--- config.mk ---
export PLATFORM = sky130hd
export DESIGN_NAME = imem_axil_rd_flat
export DESIGN_NICKNAME = d
export VERILOG_FILES = /design/src/rtl/imem_pkg.sv /design/src/rtl/imem_axil_rd_if.sv /design/src/rtl/imem_axil_rd.sv /design/src/flat_wrapper.sv
export SDC_FILE = /design/constraint.sdc
export NUM_CORES = 1
export LEC_CHECK = 0
export ABC_AREA = 1
export BUFFER_PORTS_ARGS = -buffer_cell sky130_fd_sc_hd__buf_2
export CAP_MARGIN = 0
export CORE_ASPECT_RATIO = 0.9
export CORE_MARGIN = 2
export CORE_UTILIZATION = 30
export CTS_CLUSTER_DIAMETER = 30
export DETAILED_ROUTE_END_ITERATION = 16
export GPL_ROUTABILITY_DRIVEN = 1
export GPL_TIMING_DRIVEN = 0
export PLACE_DENSITY_LB_ADDON = 0.05
export SLEW_MARGIN = 40
export SYNTH_ARGS = -nofsm -noshare
export SYNTH_HDL_FRONTEND = slang
export SYNTH_SLANG_ARGS = --single-unit
--- constraint.sdc ---
create_clock -name clk -period 2.81 [get_ports clk]
set_clock_uncertainty 0.2 [all_clocks]
set_input_delay 0.7025 -clock clk [delete_from_list [all_inputs] [get_ports clk]]
set_output_delay 0.7025 -clock clk [all_outputs]
set_load 0.01 [all_outputs]
--- src/rtl/imem_pkg.sv ---
// Shared types and constants for the instruction-memory AXI-lite read port.
package imem_pkg;

  typedef enum logic [1:0] {
    S_IDLE = 2'd0,
    S_CAPT = 2'd1,
    S_WAIT = 2'd2,
    S_RESP = 2'd3
  } state_t;

  localparam logic [1:0]  RESP_OKAY    = 2'b00;
  localparam logic [1:0]  RESP_SLVERR  = 2'b10;

  localparam logic [31:0] BASE_DEFAULT = 32'h8000_0000;
  localparam logic [31:0] SIZE_DEFAULT = 32'h0800_0000;

  // Doubleword fetches: the low address bits below this are dropped.
  localparam int          ALIGN_LSB    = 3;

endpackage

--- src/rtl/imem_axil_rd_if.sv ---
// AR/R channel bundle of the fetch port, plus the fetch-flush side signal.
interface imem_axil_rd_if #(
  parameter int ADDR_W = 32,
  parameter int DATA_W = 64
);

  logic              ARVALID;
  logic [ADDR_W-1:0] ARADDR;
  logic              ARREADY;
  logic              RVALID;
  logic              RREADY;
  logic [DATA_W-1:0] RDATA;
  logic [1:0]        RRESP;
  logic              flush;

  modport slave (
    input  ARVALID, ARADDR, RREADY, flush,
    output ARREADY, RVALID, RDATA, RRESP
  );

  modport master (
    output ARVALID, ARADDR, RREADY, flush,
    input  ARREADY, RVALID, RDATA, RRESP
  );

endinterface

--- src/rtl/imem_axil_rd.sv ---
// AXI-lite read-only slave returning aligned 64-bit instruction words from a
// synchronous SRAM, with address range check, extra latency and fetch flush.
module imem_axil_rd
  import imem_pkg::*;
#(
  parameter int                ADDR_W    = 32,
  parameter int                DATA_W    = 64,
  parameter logic [ADDR_W-1:0] BASE      = ADDR_W'(BASE_DEFAULT),
  parameter logic [ADDR_W-1:0] SIZE      = ADDR_W'(SIZE_DEFAULT),
  parameter int                LAT_EXTRA = 0
) (
  input  logic              clk,
  input  logic              rst,
  imem_axil_rd_if.slave     axi,
  output logic              mem_req,
  output logic [ADDR_W-1:0] mem_addr,
  input  logic [DATA_W-1:0] mem_rdata
);

  localparam logic [3:0] LAT_CNT = 4'(LAT_EXTRA);

  state_t            state_reg;
  logic [3:0]        cnt_reg;
  logic              drop_reg;
  logic              rvalid_reg;
  logic [DATA_W-1:0] rdata_reg;
  logic [1:0]        rresp_reg;

  logic              ar_ready;
  logic              ar_hs;
  logic              in_range;
  logic              drop_now;
  logic [ADDR_W:0]   addr_ext;
  logic [ADDR_W:0]   lo_ext;
  logic [ADDR_W:0]   hi_ext;

  // One extra bit so BASE+SIZE at the top of the map cannot wrap to zero.
  assign addr_ext = {1'b0, axi.ARADDR};
  assign lo_ext   = {1'b0, BASE};
  assign hi_ext   = {1'b0, BASE} + {1'b0, SIZE};
  assign in_range = (addr_ext >= lo_ext) && (addr_ext < hi_ext);

  assign ar_ready = !rst && ((state_reg == S_IDLE) ||
                    ((state_reg == S_RESP) && axi.RREADY && !axi.flush));
  assign ar_hs    = axi.ARVALID && ar_ready;
  assign mem_req  = ar_hs && in_range;
  assign mem_addr = {axi.ARADDR[ADDR_W-1:ALIGN_LSB], {ALIGN_LSB{1'b0}}};
  assign drop_now = drop_reg || axi.flush;

  assign axi.ARREADY = ar_ready;
  assign axi.RVALID  = rvalid_reg;
  assign axi.RDATA   = rdata_reg;
  assign axi.RRESP   = rresp_reg;

  always_ff @(posedge clk or posedge rst) begin
    if (rst) begin
      state_reg  <= S_IDLE;
      cnt_reg    <= 4'd0;
      drop_reg   <= 1'b0;
      rvalid_reg <= 1'b0;
      rdata_reg  <= '0;
      rresp_reg  <= RESP_OKAY;
    end else begin
      case (state_reg)
        S_IDLE: begin
          drop_reg <= 1'b0;
        end
        S_CAPT: begin
          rdata_reg <= mem_rdata;
          rresp_reg <= RESP_OKAY;
          if (LAT_CNT == 4'd0) begin
            state_reg  <= drop_now ? S_IDLE : S_RESP;
            rvalid_reg <= !drop_now;
            drop_reg   <= 1'b0;
          end else begin
            state_reg <= S_WAIT;
            cnt_reg   <= LAT_CNT;
            drop_reg  <= drop_now;
          end
        end
        S_WAIT: begin
          if (cnt_reg <= 4'd1) begin
            cnt_reg    <= 4'd0;
            drop_reg   <= 1'b0;
            state_reg  <= drop_now ? S_IDLE : S_RESP;
            rvalid_reg <= !drop_now;
          end else begin
            cnt_reg  <= cnt_reg - 4'd1;
            drop_reg <= drop_now;
          end
        end
        S_RESP: begin
          if (axi.flush || axi.RREADY) begin
            state_reg  <= S_IDLE;
            rvalid_reg <= 1'b0;
          end
        end
        default: state_reg <= S_IDLE;
      endcase

      // An accepted address overrides the IDLE / RESP-handshake defaults above.
      if (ar_hs) begin
        if (in_range) begin
          state_reg  <= S_CAPT;
          rvalid_reg <= 1'b0;
        end else begin
          state_reg  <= S_RESP;
          rvalid_reg <= 1'b1;
          rdata_reg  <= '0;
          rresp_reg  <= RESP_SLVERR;
        end
      end
    end
  end

endmodule
--- src/flat_wrapper.sv ---
// flat-port wrapper written by rule: the top's interface ports become plain ports
module imem_axil_rd_flat import imem_pkg::*;
#(
  parameter int                ADDR_W    = 32,
  parameter int                DATA_W    = 64,
  parameter logic [ADDR_W-1:0] BASE      = ADDR_W'(BASE_DEFAULT),
  parameter logic [ADDR_W-1:0] SIZE      = ADDR_W'(SIZE_DEFAULT),
  parameter int                LAT_EXTRA = 0
)
  (clk, rst, mem_req, mem_addr, mem_rdata, axi_ARVALID, axi_ARADDR, axi_RREADY, axi_flush, axi_ARREADY, axi_RVALID, axi_RDATA, axi_RRESP);
  imem_axil_rd_if #(.ADDR_W(ADDR_W), .DATA_W(DATA_W)) axi_i ();
  input  logic clk;
  input  logic rst;
  output logic mem_req;
  output logic [ADDR_W-1:0] mem_addr;
  input  logic [DATA_W-1:0] mem_rdata;
  input wire logic [$bits(axi_i.ARVALID)-1:0] axi_ARVALID;
  input wire logic [$bits(axi_i.ARADDR)-1:0] axi_ARADDR;
  input wire logic [$bits(axi_i.RREADY)-1:0] axi_RREADY;
  input wire logic [$bits(axi_i.flush)-1:0] axi_flush;
  output wire logic [$bits(axi_i.ARREADY)-1:0] axi_ARREADY;
  output wire logic [$bits(axi_i.RVALID)-1:0] axi_RVALID;
  output wire logic [$bits(axi_i.RDATA)-1:0] axi_RDATA;
  output wire logic [$bits(axi_i.RRESP)-1:0] axi_RRESP;
  assign axi_i.ARVALID = axi_ARVALID;
  assign axi_i.ARADDR = axi_ARADDR;
  assign axi_i.RREADY = axi_RREADY;
  assign axi_i.flush = axi_flush;
  assign axi_ARREADY = axi_i.ARREADY;
  assign axi_RVALID = axi_i.RVALID;
  assign axi_RDATA = axi_i.RDATA;
  assign axi_RRESP = axi_i.RRESP;
  imem_axil_rd #(.ADDR_W(ADDR_W), .DATA_W(DATA_W), .BASE(BASE), .SIZE(SIZE), .LAT_EXTRA(LAT_EXTRA)) u_core (.clk(clk), .rst(rst), .axi(axi_i), .mem_req(mem_req), .mem_addr(mem_addr), .mem_rdata(mem_rdata));
endmodule
==> key figures <==
Status
  – Status: finished, final reports clean

Worst hold path
  – Hold crit path type: in2async

Power
  – LEAKAGE: 2.578 nW
  – Peak supply drop: 0.3983 mV
  – Pwr per Cell Area: 1059 mW/mm²
  – Post-route total power: 5.097 mW

Global routing
  – Vias in the first global route: 2986
  – Total Routing Usage GR: 15.31%
  – Largest net degree at the start of global routing: 22
  – Antenna violations before repair: 0
  – Global route total overflow: 0
  – First-pass GRT wire length: 14520 µm

Yosys
  – Ys async rst share: 100.0%
  – Seq/Total Area, Yosys: 53.91%
  – Syn Std Cell Area: 0.003388 mm²
  – EDFF count, synth: 0
  – Mapped Cells: 382
  – Synth cell types: 25
  – Main flop type after synthesis: dfrtp_1
  – Synth Warn #: 0
  – Yosys reg bits: 73
  – Average size of a mapped cell: 8.870 µm²

STA
  – Setup TNS: 0 ns
  – Final Cycle Share: 89.93%
  – Final Hold Viols: 0
  – Slew Limit Fails: 0
  – Achievable frequency: 395.7 MHz
  – Post-layout min period: 2.527 ns
  – Max transition margin: 63.07%
  – Least-Margin Pin Slew: 0.5539 ns
  – RSZ-0062 raised after global routing: false
  – Final setup viols: 0

Layout
  – Largest register FFs: 64
  – Synth-to-Final Area Change: 42.02%
  – N_diodes: 0
  – Final Core Density: 44.15%
  – FILL cells: 1125
  – Fraction of layout instances using a drive strength above 1: 42.33%
  – Layout net count: 676
  – Final non-filler cell total: 726

Clock tree
  – Hold_buf cts: 0
  – CTS HTree Levels: 3
  – CTS root buf: clkbuf_16
  – Post_cts resized: 0
  – Clock latency on the worst-skew pair: 0.33 ns
  – TritonCTS clock tree: built
  – Post-CTS setup buffer count: 0
  – # clock sinks: 73
  – Cts bufs inserted: 9
  – CTS Buffer Depth: 2
  – Clock slew at reported path FFs: 0.06 ns

Floorplan
  – Die area: 0.01216 mm²
  – Die height: 104.8 µm
  – I/O Pins: 202
  – Die W: 116.0 µm
  – Row cnt: 36
  – Initial Util: 31.08%
  – Core ar.: 0.01090 mm²

Place
  – RePlAce Congestion: 0.7237
  – Inst Count DP: 710
  – HPWL after DPL: 7012 µm
  – PortBufs: 171

Critical path
  – CP max FO: 5
  – Crit path DAT: 1.62 ns
  – Worst setup EP type: output pin
  – Reg2reg path depth: 7
  – Max incr delay on CP: 0.43 ns
  – CP Cell Sequence: ha_1 -> nand3_2 -> a21oi_1 -> nand3_1 -> inv_1 -> buf_2
  – Crit Path Class: reg2out
  – Crit path max-delay cell type: dfrtp_1
  – Data required, critical path: 1.91 ns
  – Setup crit start kind: register

Detailed routing
  – WL/cell: 12.95 µm
  – Final ANT Viol Nets: 0
  – Via count: 3076
  – DR DRC count: 0
  – DR iter-0 viols: 137
  – Vias per Instance: 4.237
  – Pre-Repair DR Iteration Count: 4
  – Routed WL: 9400 µm

Flow run
  – Max-Cap Viols: 0
==> routing by layer <==
metal  up-vias  GRT usage, %  part of all wire (%)
met5         -             0                     0
met4         0         4.337                   1.1
met3         8         4.988                   8.0
met2       125         23.93                    45
met1      1394         20.26                    46
li1       1549             -                     -
==> critical path, delay by kind of cell, from the launching register on <==
kind	cells	cell delay [ns]
fa+ha+maj	1	0.28
flops	1	0.43
compound gates	1	0.18
buf+inv	2	0.19
simple gates	2	0.23
==> where the power goes <==
part	switching, mW	leakage [nW]	internal [mW]	total, mW
registers	0.241	0.928	1.51	1.76
logic	1.32	1.51	0.881	2.21
clock network	0.422	0.137	0.713	1.14
total	1.99	2.58	3.11	5.10
==> placed cells by master, fill, tap and decap left out, types with 3 or more instances in the layout <==
| cell type | netlist | final |
|---|---|---|
| inv_1 | 16 | 15 |
| a21oi_2 | 10 | 10 |
| a21oi_1 | 58 | 58 |
| clkbuf_1 | 11 | 15 |
| clkbuf_16 | 0 | 9 |
| ha_1 | 6 | 6 |
| conb_1 | 1 | 3 |
| buf_4 | 32 | 32 |
| dfrtp_1 | 73 | 73 |
| nand2_1 | 140 | 140 |
| buf_6 | 5 | 5 |
| nand3_1 | 4 | 4 |
| buf_2 | 4 | 175 |
| nor2_1 | 8 | 8 |
==> stage by stage <==
stage	area (µm²)	hold WS, ns	setup WS [ns]
after floorplan	3400	0.2876	0.04398
after global placement	4446	0.2849	-0.8421
after detailed placement	4521	0.2911	0.4571
after CTS	4812	0.2220	0.2595
after global routing	4812	0.2418	0.1519
final	4812	0.2264	0.2829
==> area by class of cell <==
type	instances	area, µm²	share of cell area, %
clock inverters	2	37.54	0.7800
plain buffers	53	372.9	7.748
flip-flops and latches	73	1827	37.96
repair buffers	174	930.9	19.34
inverters	16	63.81	1.326
clock buffers	14	254.0	5.278
multi-input cells	242	1136	23.61
well taps	152	190.2	3.952
==> Yosys cell counts (2+ instances only) <==
library cell | count | area (µm²)
nand2_1 | 140 | 525.5
dfrtp_1 | 73 | 1827
a21oi_1 | 58 | 290.3
buf_4 | 32 | 240.2
inv_1 | 16 | 60.06
clkbuf_1 | 11 | 41.29
a21oi_2 | 10 | 87.58
nor2_1 | 8 | 30.03
ha_1 | 6 | 75.07
buf_6 | 5 | 56.30
buf_2 | 4 | 20.02
nand3_1 | 4 | 20.02
nand4_1 | 2 | 12.51
o21ai_0 | 2 | 10.01
==> final timing paths <==
check	from	slack, ns	endpoint
min	rst	0.23	u_core.axi.RDATA[62]$_DFF_PP0_
min reg2reg	u_core.axi.RRESP[1]$_DFF_PP0_	0.30	u_core.axi.RRESP[1]$_DFF_PP0_
min in group clk	u_core.axi.RRESP[1]$_DFF_PP0_	0.30	u_core.axi.RRESP[1]$_DFF_PP0_
max reg2reg	u_core.axi.RVALID$_DFFE_PP0P_	0.84	u_core.axi.RDATA[52]$_DFF_PP0_
max in group asynchronous	rst	1.54	u_core.axi.RDATA[37]$_DFF_PP0_
max	u_core.axi.RVALID$_DFFE_PP0P_	0.28	mem_req
==> cell families after synthesis <==
kind of cell | count (synthesis) | share of synthesized area (%)
xor+xnor | 1 | 0.2585
flops | 73 | 53.91
simple gates | 160 | 18.91
fa+ha+maj | 6 | 2.216
compound gates | 72 | 11.82
buf+inv | 69 | 12.78
other cells | 1 | 0.1107
No activity file was read; power rests on OpenSTA's default activity.
